[src/rtl/fx_requant_pipe.sv]
// Two-stage signed fixed-point re-quantizer: LSB rounding, then MSB saturation/wrap,
// with valid/ready flow control and overflow statistics on the output side.
module fx_requant_pipe #(
    parameter int IN_W       = 18,
    parameter int IN_FRAC    = 6,
    parameter int OUT_W      = 14,
    parameter int OUT_FRAC   = 2,
    parameter int ROUND_MODE = 1,
    parameter int SAT_EN     = 1,
    parameter int CNT_W      = 16
) (
    input  logic                    clk,
    input  logic                    rst_n,
    input  logic                    i_valid,
    output logic                    i_ready,
    input  logic signed [IN_W-1:0]  i_data,
    output logic                    o_valid,
    input  logic                    o_ready,
    output logic signed [OUT_W-1:0] o_data,
    output logic                    o_ovf,
    input  logic                    clr_ovf,
    output logic                    ovf_sticky,
    output logic [CNT_W-1:0]        ovf_cnt
);

    localparam int SHIFT   = IN_FRAC - OUT_FRAC;
    // One guard bit above the shifted word absorbs the rounding carry.
    localparam int MID_W   = IN_W - SHIFT + 1;
    localparam int HALF_SH = (SHIFT > 0) ? SHIFT - 1 : 0;

    localparam logic signed [IN_W:0] HALF =
        (SHIFT > 0) ? ((IN_W+1)'(1) << HALF_SH) : '0;
    localparam logic signed [IN_W:0] MASK =
        ((IN_W+1)'(1) << SHIFT) - (IN_W+1)'(1);

    localparam logic signed [OUT_W-1:0] OMAX = {1'b0, {(OUT_W-1){1'b1}}};
    localparam logic signed [OUT_W-1:0] OMIN = {1'b1, {(OUT_W-1){1'b0}}};
    localparam logic signed [MID_W-1:0] MAX_M = {{(MID_W-OUT_W){1'b0}}, OMAX};
    localparam logic signed [MID_W-1:0] MIN_M = {{(MID_W-OUT_W){1'b1}}, OMIN};

    // Drop SHIFT fractional bits with the selected rounding rule.
    function automatic logic signed [MID_W-1:0] round_fn(input logic signed [IN_W-1:0] x);
        logic signed [IN_W:0] ext;
        logic signed [IN_W:0] sum;
        logic signed [IN_W:0] shr;
        logic                 tie;
        ext = {x[IN_W-1], x};
        tie = (SHIFT > 0) && ((ext & MASK) == HALF);
        if (ROUND_MODE == 0) begin
            sum = ext;
        end else begin
            sum = ext + HALF;
        end
        shr = sum >>> SHIFT;
        // An exact tie rounded up lands on k+1; clearing the LSB picks the even neighbour.
        if (ROUND_MODE == 2 && tie) begin
            shr[0] = 1'b0;
        end
        return shr[MID_W-1:0];
    endfunction

    // Narrow to OUT_W bits; returns {ovf, data}.
    function automatic logic [OUT_W:0] sat_fn(input logic signed [MID_W-1:0] r);
        logic ovf;
        ovf = (r > MAX_M) || (r < MIN_M);
        if (!ovf) begin
            return {1'b0, r[OUT_W-1:0]};
        end
        if (SAT_EN == 0) begin
            return {1'b1, r[OUT_W-1:0]};
        end
        return {1'b1, r[MID_W-1] ? OMIN : OMAX};
    endfunction

    logic                    en;
    logic                    vld_p1;
    logic signed [MID_W-1:0] rnd_p1;
    logic                    vld_p2;
    logic signed [OUT_W-1:0] data_p2;
    logic                    ovf_p2;
    logic                    xfer_ovf;

    // Whole pipe advances together whenever the output register is free or draining.
    assign en       = !vld_p2 || o_ready;
    assign i_ready  = en;
    assign o_valid  = vld_p2;
    assign o_data   = data_p2;
    assign o_ovf    = ovf_p2;
    assign xfer_ovf = vld_p2 && o_ready && ovf_p2;

    // Stage 1: rounding
    always_ff @(posedge clk) begin
        if (!rst_n) begin
            vld_p1 <= 1'b0;
        end else if (en) begin
            vld_p1 <= i_valid;
            if (i_valid) begin
                rnd_p1 <= round_fn(i_data);
            end
        end
    end

    // Stage 2: saturation / wrap, registered output with its overflow flag
    always_ff @(posedge clk) begin
        if (!rst_n) begin
            vld_p2  <= 1'b0;
            data_p2 <= '0;
            ovf_p2  <= 1'b0;
        end else if (en) begin
            vld_p2 <= vld_p1;
            if (vld_p1) begin
                {ovf_p2, data_p2} <= sat_fn(rnd_p1);
            end
        end
    end

    // Overflow statistics: counted once per transferred overflowed sample; a
    // coincident clear keeps the new event.
    always_ff @(posedge clk) begin
        if (!rst_n) begin
            ovf_sticky <= 1'b0;
            ovf_cnt    <= '0;
        end else if (clr_ovf) begin
            ovf_sticky <= xfer_ovf;
            ovf_cnt    <= {{(CNT_W-1){1'b0}}, xfer_ovf};
        end else if (xfer_ovf) begin
            ovf_sticky <= 1'b1;
            if (ovf_cnt != {CNT_W{1'b1}}) begin
                ovf_cnt <= ovf_cnt + CNT_W'(1);
            end
        end
    end

endmodule
[config.mk]
export PLATFORM = sky130hd
export DESIGN_NAME = fx_requant_pipe
export DESIGN_NICKNAME = d
export VERILOG_FILES = /design/src/rtl/fx_requant_pipe.sv
export SDC_FILE = /design/constraint.sdc
export NUM_CORES = 1
export LEC_CHECK = 0
export ABC_CLOCK_PERIOD_IN_PS = 2200
export BUFFER_PORTS_ARGS = -buffer_cell sky130_fd_sc_hd__buf_2
export CELL_PAD_IN_SITES_DETAIL_PLACEMENT = 1
export CELL_PAD_IN_SITES_GLOBAL_PLACEMENT = 1
export CORE_UTILIZATION = 40
export CTS_BUF_LIST = sky130_fd_sc_hd__clkbuf_4 sky130_fd_sc_hd__clkbuf_8 sky130_fd_sc_hd__clkbuf_16
export DETAILED_ROUTE_END_ITERATION = 8
export GPL_ROUTABILITY_DRIVEN = 0
export GPL_TIMING_DRIVEN = 1
export PLACE_DENSITY = 0.83
export SLEW_MARGIN = 20
export SYNTH_ARGS = -nofsm -noshare
export SYNTH_HDL_FRONTEND = slang
export SYNTH_SLANG_ARGS = --single-unit
[constraint.sdc]
create_clock -name clk -period 2.2 [get_ports clk]
set_input_delay 0.11 -clock clk [delete_from_list [all_inputs] [get_ports clk]]
set_output_delay 0.11 -clock clk [all_outputs]
set_load 0.1 [all_outputs]
# [Word level (Yosys, flattened, before mapping)]
# Index checks and enable logic that the tools add are counted.
# W data, S select, Z words.
[op_classes] eq_ne=1 bitwise=1 magnitude_cmp=2 n_mux=12 reduce_logical=12 add_sub_neg=2
[op_table] cell="$mux W15" n=2
[op_table] cell="$add A18 B5 Y19 const B" n=1
[op_table] cell="$add A16 B1 Y16 const B" n=1
[op_table] cell="$ne A16 B16 Y1 const B" n=1
[op_table] cell="$gt A15 B14 Y1 const B" n=1
[op_table] cell="$lt A15 B14 Y1 const B" n=1
[op_table] cell="$mux W14" n=1
[op_table] cell="$mux W1" n=9
[op_table] cell="$reduce_and A2 Y1" n=3
[op_table] cell="$reduce_bool A2 Y1" n=2
[op_table] cell="$reduce_and A3 Y1" n=1
[op_table] cell="$logic_and A1 B1 Y1" n=2
[op_table] cell="$logic_or A1 B1 Y1" n=2
[op_table] cell="$reduce_or A2 Y1" n=1
[op_table] cell="$logic_not A1 Y1" n=1
[op_table] cell="$not A1 Y1" n=1
[totals] regBits=49 out_inout_bits=34 input_bits=23 word_cells=38

# [Longest topological paths before layout]
[depth] word_depth=7 ltp_mapped=6 depth_no_buf=5

# [Worst setup path before layout]
# No wires, ideal clock.
[synth_path] path_type="reg-to-reg" from="register vld_p2 (netlist: o_valid)" to="register data_p2[0] (netlist: o_data[0])" path_stages_with_launch=6 t_required_ns=2.129 path_buffers=2 setup_ns=0.071 setup_slack_ns=-0.660 period_less_slack_ns=2.860 arrival_ns=2.789 cell_sequence="dfxtp_1 > nand2b_1 > and2_1 > clkbuf_1 > clkbuf_1 > a21oi_1"
[synth_via] elab_chain_len=3
[synth_lines] item="from (decl)" line="78" text="logic vld_p2;"
[synth_lines] item="from (signal assigned)" line="110" text="vld_p2 <= vld_p1;"
[synth_lines] item="$logic_not A1 Y1" line="84" text="assign en = !vld_p2 || o_ready;"
[synth_lines] item="$logic_or A1 B1 Y1" line="84"
[synth_lines] item="named net i_ready" line="15" text="output logic i_ready,"
[synth_lines] item="$reduce_and A2 Y1 (no line)"
[synth_lines] item="to (signal assigned)" line="112" text="{ovf_p2, data_p2} <= sat_fn(rnd_p1);"
[synth_lines] item="to (decl)" line="79" text="logic signed [OUT_W-1:0] data_p2;"
# The timed path passes the listed nets, and every way through them passes these cells.
# A chain may end at the register's enable or synchronous reset.

# [Worst setup path in the final report]
[layout_path] from="register ovf_cnt[0]" to="register ovf_cnt[8]"
[layout_via] elab_chain_len=2 elab_cells_between_ends=3 classes_between="add/sub: 1; eq/ne: 1; reduce/logical: 1"
[layout_lines] item="from (decl)" line="23" text="output logic [CNT_W-1:0] ovf_cnt"
[layout_lines] item="from (signal assigned)" line="125" text="ovf_cnt <= {{(CNT_W-1){1'b0}}, xfer_ovf};"
[layout_lines] item="from (signal assigned)" line="129" text="ovf_cnt <= ovf_cnt + CNT_W'(1);"
[layout_lines] item="branches (longest 2 deep; another with $add A16 B1 Y16)"
# Several ways; the timed one is not identified.

==> flow_metrics.env <==
export IMPL_cts_max_path_buffers=2
export IMPL_vias=1965
export IMPL_syn_avg_cell_area_um2=9.74
export IMPL_initial_utilization=0.413
export IMPL_power_leakage_uw=0.00109
export IMPL_setup_viol=0
export IMPL_cp_start_kind="flop"
export IMPL_reg2reg_to="ovf_cnt[8]"
export IMPL_post_dp_hpwl_um=3990
export IMPL_netlist_instances=232
export IMPL_grt_pass1_vias=1922
export IMPL_die_area_um2=5950
export IMPL_synthTopCellsByCount="a21oi_1, dfxtp_1, edfxtp_1, o21ai_0"
export IMPL_worstSetupEndpointType="flop"
export IMPL_synth_seq_cells=49
export IMPL_synthFlopType="dfxtp_1"
export IMPL_grt_start_max_net_pins=30
export IMPL_setup_tns_ns=0
export IMPL_reg2reg_depth=6
export IMPL_cts_tree="yes"
export IMPL_synth_edf_count=15
export IMPL_rows=27
export IMPL_die_w_um=77.2
export IMPL_cts_buffers_inserted=5
export IMPL_yosysMostFrequentCell="a21oi_1"
export IMPL_clk_latency_ns=0.30
export IMPL_busiest_layer="met2"
export IMPL_synth_top_area_cell="dfxtp_1"
export IMPL_gr_usage_met3=0.0369
export IMPL_status="finished clean"
export IMPL_yosysWarnings=0
export IMPL_min_path_type="in -> reg"
export IMPL_drt_first_pass_iters=4
export IMPL_reg2reg_slack_ns=0.21
export IMPL_path_class="reg -> reg"
export IMPL_finClkSkew_ns=0.00954
export IMPL_critPathMaxFanout=12
export IMPL_use_met1=0.207
export IMPL_antenna_found_initial=0
export IMPL_rsz0062_at_grt="false"
export IMPL_wirelength_um=5290
export IMPL_n_antenna_cell=0
export IMPL_period_share=0.907
export IMPL_drc=0
export IMPL_grt_pass1_wl_um=8760
export IMPL_vdd_ir_drop_max_uv=242
export IMPL_p_per_area_nw_per_um2=699
export IMPL_cp_required_ns=2.39
export IMPL_core_area_um2=5470
export IMPL_post_cts_resized=0
export IMPL_crit_end="ovf_cnt[8]"
export IMPL_grt_overflow=0
export IMPL_num_fill_cells=665
export IMPL_synth_seq_area_share=0.501
export IMPL_yosysTopAreaCellShare=0.301
export IMPL_crit_start="ovf_cnt[0]"
export IMPL_boundaryPins=57
export IMPL_syn_nets=257
export IMPL_tightest_slew_ns=0.632
export IMPL_final_layout_size_suffix_gt1_frac=0.313
export IMPL_clock_sink_count=49
export IMPL_fmax_ghz=0.501
export IMPL_die_h_um=77.2
export IMPL_maxSlewViolCount=0
export IMPL_area_delta_synth_final_pct=22.0
export IMPL_fin_nets=312
export IMPL_cts_hold_buffers=0
export IMPL_wl_per_cell_um=14.7
export IMPL_clockRootBuffer="clkbuf_8"
export IMPL_synth_distinct_cells=37
export IMPL_htreeDepth=2
export IMPL_worstPathArrival_ns=2.18
export IMPL_reg2reg_from="ovf_cnt[0]"
export IMPL_via_per_inst=5.46
export IMPL_drt_iter0_drc=48
export IMPL_io_buffers=53
export IMPL_cap_violations=0
export IMPL_finalPower_uw=1930
export IMPL_hold_violations=0
export IMPL_grt_util_all_layers=0.183
export IMPL_slew_headroom=0.579
export IMPL_clk_pin_slew_ns=0.09
export IMPL_synthTopCellsByArea="dfxtp_1, edfxtp_1, a21oi_1"
export IMPL_grt_use_met2=0.342
export IMPL_synth_async_reset_ratio=0
export IMPL_cts_setup_buffers=0
export IMPL_ant_nets=0
export IMPL_final_period_minus_worst_setup_slack_ns=1.99
export IMPL_netlist_area_um2=2260
-- report_power, final --
group	internal, uW	leakage [uW]	total [uW]	switching (uW)
clock network	348	0.0000563	636	288
logic	65.5	0.000604	306	241
registers	967	0.000427	984	16.7
total	1380	0.00109	1930	545
-- registers in the layout (all words and copies together), names as in the netlist --
register / count
rnd_p1: 15
ovf_sticky: 1
o_valid: 1
o_data: 14
o_ovf: 1
ovf_cnt: 16
vld_p1: 1
-- worst max-delay path, stage by stage (launching register included) --
cell and delay [ns]:
dfxtp_4 0.38, ha_1 0.21, nand4_1 0.26, nor4_4 0.61
buf_4 0.24, or4_1 0.11, a21oi_1 0.06
-- metal layers --
layer  routed length (um)  part of all wire
met3                  169             0.032
met5                    0                 0
met4                   77             0.015
met2                 2760              0.52
met1                 2280              0.43
-- worst min-delay path by stage --
stage,start,endpoint,slack [ns],depth (start not counted)
after floorplan,i_valid,vld_p1,0.27,2
after global placement,i_valid,vld_p1,0.37,3
after detailed placement,i_valid,vld_p1,0.39,3
after CTS,i_valid,vld_p1,0.08,3
after global routing,i_valid,vld_p1,0.1,3
final,i_valid,vld_p1,0.08,3
-- kinds of logic after synthesis --
family / Yosys count / synth area share
AOI/OAI and AO/OA: 75 / 0.193
adders and majority gates: 2 / 0.0111
and+or+nand+nor: 78 / 0.216
DFF: 49 / 0.501
xor gates and xnor gates: 13 / 0.0504
muxes: 1 / 0.00443
buffers and inverters: 14 / 0.0244
-- through the flow --
stage | cells | utilization | instance area [um^2] | hold slack [ns] | setup slack (ns)
6_report | 360 | 0.504 | 2760 | 0.0845 | 0.205
5_1_grt | 360 | 0.504 | 2760 | 0.0983 | 0.0781
4_1_cts | 360 | 0.504 | 2760 | 0.0772 | 0.200
3_5_place_dp | 352 | 0.484 | 2650 | 0.389 | 0.237
3_3_place_gp | 352 | 0.484 | 2650 | 0.374 | 0.320
2_1_floorplan | 232 | - | 2290 | 0.270 | 0.145
-- final cells by class --
| cell class | count | area, um^2 | share of cell area |
|---|---|---|---|
| flip-flops and latches | 49 | 1160 | 0.420 |
| multi-input cells | 169 | 1080 | 0.390 |
| repair buffers | 59 | 310 | 0.113 |
| well taps | 72 | 90.1 | 0.0327 |
| clock buffers | 6 | 76.3 | 0.0277 |
| clock inverters | 2 | 33.8 | 0.0123 |
| inverters | 3 | 11.3 | 0.00409 |
-- layout by cell type, fill, tap and decap left out, drive strengths merged, types with 5 or more instances in the layout --
cell type | synthesis | routed
edfxtp | 15 | 15
o31ai | 8 | 8
nand2 | 12 | 12
nand4 | 9 | 9
and3 | 7 | 7
or4 | 11 | 11
dfxtp | 34 | 34
clkbuf | 9 | 6
nand2b | 5 | 5
o21ai | 19 | 19
buf | 2 | 59
and4 | 5 | 5
nor2 | 6 | 6
a21oi | 39 | 39
nand3 | 12 | 12
xnor2 | 10 | 10
(Power assumes the default switching activity.)
